===== config.mk =====
export PLATFORM = sky130hd
export DESIGN_NAME = regfile_writeback
export DESIGN_NICKNAME = d
export VERILOG_FILES = /design/src/rtl/regfile_writeback.sv
export SDC_FILE = /design/constraint.sdc
export NUM_CORES = 1
export LEC_CHECK = 0
export CAP_MARGIN = 20
export CORE_UTILIZATION = 40
export DETAILED_ROUTE_END_ITERATION = 10
export GPL_TIMING_DRIVEN = 0
export PLACE_DENSITY = 0.72
export SETUP_SLACK_MARGIN = 0.4
export SLEW_MARGIN = 20
export SYNTH_ARGS = -nofsm -noshare
export SYNTH_HDL_FRONTEND = slang
export SYNTH_SLANG_ARGS = --single-unit

===== constraint.sdc =====
create_clock -name clk -period 5.9 [get_ports clk]
set_input_delay 0.59 -clock clk [delete_from_list [all_inputs] [get_ports clk]]
set_output_delay 0.59 -clock clk [all_outputs]
set_load 0.005 [all_outputs]

===== src/rtl/regfile_writeback.sv =====
// regfile_writeback: write-port owner for the integer register file.
// Arbitrates ALU results (priority) against a FIFO of load completions and
// tracks a busy scoreboard for outstanding loads to raise a decode hazard.
// Optional feature macro: WB_BYPASS_EN (forward the write port to the
// decode operands and drop hazards that clear this cycle).
module regfile_writeback #(
    parameter int unsigned N_REG_ADDR    = 5,
    parameter int unsigned N_REG         = 32,
    parameter int unsigned N_DATA        = 32,
    parameter int unsigned LD_FIFO_DEPTH = 4
) (
    input  logic                  clk,
    input  logic                  rst,
    input  logic                  alu_valid,
    input  logic [N_REG_ADDR-1:0] alu_rd,
    input  logic [N_DATA-1:0]     alu_data,
    input  logic                  ld_issue_valid,
    input  logic [N_REG_ADDR-1:0] ld_issue_rd,
    input  logic                  ld_valid,
    output logic                  ld_ready,
    input  logic [N_REG_ADDR-1:0] ld_rd,
    input  logic [N_DATA-1:0]     ld_data,
    input  logic [N_REG_ADDR-1:0] dec_rs1,
    input  logic [N_REG_ADDR-1:0] dec_rs2,
    input  logic [N_REG_ADDR-1:0] dec_rd,
    output logic                  hazard,
    input  logic [N_DATA-1:0]     rf_read_data_1,
    input  logic [N_DATA-1:0]     rf_read_data_2,
    output logic [N_DATA-1:0]     rs1_value,
    output logic [N_DATA-1:0]     rs2_value,
    output logic [N_REG_ADDR-1:0] addr_3,
    output logic                  write_enable_3,
    output logic [N_DATA-1:0]     write_data_3
);

    localparam int unsigned PTR_W = (LD_FIFO_DEPTH > 1) ? $clog2(LD_FIFO_DEPTH) : 1;
    localparam int unsigned CNT_W = PTR_W + 1;

    logic [N_REG_ADDR-1:0] fifo_rd   [LD_FIFO_DEPTH];
    logic [N_DATA-1:0]     fifo_data [LD_FIFO_DEPTH];
    logic [PTR_W-1:0]      rd_ptr;
    logic [PTR_W-1:0]      wr_ptr;
    logic [CNT_W-1:0]      count;
    logic [N_REG-1:0]      busy;
    logic [N_REG-1:0]      busy_n;

    logic                  alu_wr;
    logic                  pop;
    logic                  push;
    logic [N_REG_ADDR-1:0] head_rd;
    logic [N_DATA-1:0]     head_data;
    logic                  busy_rs1;
    logic                  busy_rs2;
    logic                  busy_rd;

    // Write-port arbitration: ALU first, then FIFO head; nothing while in reset.
    always_comb begin
        head_rd        = fifo_rd[rd_ptr];
        head_data      = fifo_data[rd_ptr];
        alu_wr         = rst && alu_valid && (alu_rd != '0);
        pop            = rst && !alu_wr && (count != '0);
        ld_ready       = (count < CNT_W'(LD_FIFO_DEPTH));
        push           = ld_valid && ld_ready && (ld_rd != '0);
        write_enable_3 = 1'b0;
        addr_3         = '0;
        write_data_3   = '0;
        if (alu_wr) begin
            write_enable_3 = 1'b1;
            addr_3         = alu_rd;
            write_data_3   = alu_data;
        end else if (pop) begin
            write_enable_3 = 1'b1;
            addr_3         = head_rd;
            write_data_3   = head_data;
        end
    end

    // Scoreboard next state: clear on the head write, then set on issue (set wins).
    always_comb begin
        busy_n = busy;
        if (pop) begin
            busy_n[head_rd] = 1'b0;
        end
        if (ld_issue_valid && (ld_issue_rd != '0)) begin
            busy_n[ld_issue_rd] = 1'b1;
        end
        busy_n[0] = 1'b0;
    end

    // Decode hazard and operand selection.
    always_comb begin
        busy_rs1 = (dec_rs1 != '0) && busy[dec_rs1];
        busy_rs2 = (dec_rs2 != '0) && busy[dec_rs2];
        busy_rd  = (dec_rd  != '0) && busy[dec_rd];
`ifdef WB_BYPASS_EN
        // A source whose clearing load write is on the port now is forwarded.
        if (pop && (head_rd == dec_rs1)) begin
            busy_rs1 = 1'b0;
        end
        if (pop && (head_rd == dec_rs2)) begin
            busy_rs2 = 1'b0;
        end
        rs1_value = (write_enable_3 && (addr_3 == dec_rs1) && (dec_rs1 != '0))
                    ? write_data_3 : rf_read_data_1;
        rs2_value = (write_enable_3 && (addr_3 == dec_rs2) && (dec_rs2 != '0))
                    ? write_data_3 : rf_read_data_2;
`else
        rs1_value = rf_read_data_1;
        rs2_value = rf_read_data_2;
`endif
        hazard = busy_rs1 | busy_rs2 | busy_rd;
    end

    // Pointers, occupancy and scoreboard; reset discards buffered completions.
    always_ff @(posedge clk or negedge rst) begin
        if (!rst) begin
            rd_ptr <= '0;
            wr_ptr <= '0;
            count  <= '0;
            busy   <= '0;
        end else begin
            if (push) begin
                wr_ptr <= wr_ptr + PTR_W'(1);
            end
            if (pop) begin
                rd_ptr <= rd_ptr + PTR_W'(1);
            end
            count <= count + CNT_W'(push) - CNT_W'(pop);
            busy  <= busy_n;
        end
    end

    // Completion storage; contents are don't-care while the slot is empty.
    always_ff @(posedge clk) begin
        if (push) begin
            fifo_rd[wr_ptr]   <= ld_rd;
            fifo_data[wr_ptr] <= ld_data;
        end
    end

endmodule

==> results.json <==
{
  "status": "finished, final reports clean",
  "slowest_delay_ns": 0.57,
  "syn_nets": 742,
  "clk_latency_ns": 0.41,
  "grt_max_degree": 28,
  "hp-class": "in2async",
  "post-route-util_pct": 54.7,
  "worstSetupEndpointType": "output port",
  "ys.warnings.count": 0,
  "diodes": 0,
  "syn_inst": 573,
  "area_growth_pct": 34.8,
  "place_ws_ns": 2.13,
  "clk_path_buf_depth": 2,
  "reg2reg_slack_ns": 3.71,
  "die-area_mm2": 0.0227,
  "global_route.usage.met1_pct": 24.2,
  "maxSlewViolCount": 0,
  "cts_sinks": 186,
  "fin_skew_ns": 0.00506,
  "post-route-cell-area_mm2": 0.0119,
  "met3_usage_pct": 3.79,
  "synthArstFlopShare_pct": 20.4,
  "maxSlewHeadroom_pct": 53.4,
  "slowest_stage": "or4_4",
  "avgViaCountPerCell": 5.45,
  "setup_slack_ns": 2.10,
  "r2r_end": "count[2]$_DFF_PN0_",
  "grt.overflow.total": 0,
  "synthFlopType": "edfxtp_1",
  "routabilityCongestion": 0.902,
  "path_max_fanout": 10,
  "htreeDepth": 4,
  "numCtsBuffers": 17,
  "finalHoldViolations": 0,
  "rows": 54,
  "yosys-top-cells-count": "148 x edfxtp_1, 68 x buf_4, 53 x o21ai_0",
  "cts_setup_buffers": 0,
  "cts_root_buf": "clkbuf_16",
  "grt_pass1_vias": 5850,
  "drive_gt1_share_pct": 23.2,
  "period_share_pct": 64.4,
  "grt.met2_usage_pct": 33.5,
  "initial_utilization_pct": 40.6,
  "fmax_mhz": 263,
  "reg2reg_depth": 8,
  "track_usage_pct": 19.0,
  "critical_path.startpoint_type": "primary input",
  "yosysMostFrequentCell": "edfxtp_1",
  "path_class": "in2out",
  "synth.largest_area_cell": "edfxtp_1",
  "peakVddDrop_v": 0.000271,
  "tns_ns": 0,
  "critPathRequiredTime_ns": 5.31,
  "powerDensity_mw_per_mm2": 387,
  "drc_errors": 0,
  "route.vias.total": 5914,
  "synth_seq_cells": 186,
  "antenna_found_initial": 2,
  "num_io_pins": 267,
  "wl_per_cell_um": 19.8,
  "placed_cell_area_mm2": 0.0113,
  "tritoncts": "done",
  "grt_pass1_wl_um": 32100,
  "period_minus_slack_ns": 3.80,
  "port_buffers": 196,
  "path_cells": "clkdlybuf4s50_1 -> or4_4 -> o21ai_4 -> and2_1 -> buf_4 -> buf_4 -> a22o_1 -> clkdlybuf4s50_1",
  "nNetsFinal": 962,
  "rsz0062_at_grt": "no",
  "synthTopCellsByArea": "edfxtp_1 50%, mux4_2 12%, dfrtp_1 11%",
  "die_w_um": 151,
  "fp.dieH_um": 151,
  "synth_edf_count": 148,
  "coreArea_mm2": 0.0218,
  "first_pass_iters": 7,
  "syn_avg_cell_area_um2": 15.4,
  "synth_cell_types": 54,
  "place.detailed.hpwl_um": 15700,
  "grt_most_used_layer": "met2",
  "cts-hold-fix-buffers": 0,
  "endpoint": "write_data_3[24]",
  "r2r-start": "count[1]$_DFF_PN0_",
  "setup_viol": 0,
  "synth_top_area_share_pct": 50.3,
  "clk_pin_slew_ns": 0.06,
  "drv_cap": 0,
  "critPathArrivalTime_ns": 3.21,
  "tightest_slew_ns": 0.700,
  "ys_seq_area_share_pct": 61.1,
  "synth.cell_area_mm2": 0.00884,
  "cp-startpoint": "alu_rd[1]",
  "drt.antenna.violating_nets": 0,
  "totalWireLength_um": 21600,
  "drt-initial-drc-count": 381,
  "holdWs_ns": 0.0883,
  "cts_resized": 0,
  "p_leak_nw": 4.23
}
==> per-layer routing <==
metal  wire length (µm)  up-vias
met5                 11        -
li1                   -     2648
met1               8690     2949
met2              10900      298
met3               1840       17
met4                140        2
==> report_power, final <==
part | switching (W) | internal, W | total [W] | leakage [nW]
registers | 0.000170 | 0.00170 | 0.00187 | 1.80
logic | 0.000695 | 0.000803 | 0.00150 | 2.13
clock network | 0.000480 | 0.000754 | 0.00123 | 0.309
==> stage by stage <==
step | total power (W) | std cells
after floorplan | 0.00279 | 573
after global placement | 0.00335 | 1049
after detailed placement | 0.00340 | 1054
after CTS | 0.00464 | 1086
after global routing | 0.00483 | 1086
final | 0.00461 | 1086
==> cell usage in the layout (no fill, tap or decap), types with 3 or more instances in the layout <==
cell type	Yosys	routed
clkdlybuf4s50_1	0	195
edfxtp_1	148	148
buf_4	68	68
o21ai_0	53	53
mux4_2	49	49
dfrtp_1	38	38
a22o_1	34	34
clkbuf_16	0	17
buf_2	14	15
nand2_1	15	15
o21ai_1	11	11
clkbuf_1	10	10
nand2b_1	10	10
inv_1	9	9
nor2_1	9	9
mux2i_1	9	9
nand3b_1	7	7
nor2b_1	7	7
a2111oi_0	7	7
mux2_2	7	7
xnor2_1	6	6
ha_1	5	5
bufinv_16	0	5
and2_2	0	4
a21oi_1	4	4
nor4_1	4	4
clkinv_1	1	3
nand3_1	3	3
nand4_1	3	3
nor3b_1	3	3
inv_6	0	3
buf_12	0	3
==> cell type report <==
type | count | area [µm²]
Inverter | 11 | 41.3
Fill cell | 1783 | 9850
Timing Repair Buffer | 201 | 2070
Tap cell | 280 | 350
Multi-Input combinational cell | 283 | 2780
Sequential cell | 186 | 5400
Clock inverter | 15 | 221
Clock buffer | 17 | 425
Buffer | 93 | 629
==> cells by family (layout without fill, tap and decap cells) <==
logic type,Yosys count,count (layout),synth area share [%]
buffers and inverters,104,337,7.59
adder cells (fa/ha/maj),6,6,0.935
AO/OA/AOI/OAI,124,124,9.43
XOR/XNOR,6,6,0.595
multiplexers,67,67,15.0
AND/OR/NAND/NOR,80,80,5.39
flip-flops,186,186,61.1
==> how the worst min path moves through the flow <==
stage | slack, ns | start | endpoint
6_report | 0.09 | rst | busy[8]$_DFF_PN0_
5_1_grt | 0.10 | rst | busy[8]$_DFF_PN0_
4_1_cts | 0.08 | rst | busy[8]$_DFF_PN0_
3_5_place_dp | 0.51 | count[0]$_DFF_PN0_ | count[0]$_DFF_PN0_
3_3_place_gp | 0.49 | count[0]$_DFF_PN0_ | count[0]$_DFF_PN0_
2_1_floorplan | 0.29 | rst | busy[10]$_DFF_PN0_
==> sequential cells by signal, summed over array words and instances (netlist names) <==
| register | count |
|---|---|
| fifo_rd | 20 |
| rd_ptr | 2 |
| busy | 31 |
| wr_ptr | 2 |
| count | 3 |
| fifo_data | 128 |
==> worst max-delay path: cells and delay by family <==
family / cells / cell delay, ns
AO/OA/AOI/OAI: 2 / 0.40
buffers and inverters: 4 / 1.47
AND/OR/NAND/NOR: 2 / 0.74
Note: power is estimated with default switching activity, not from simulation.
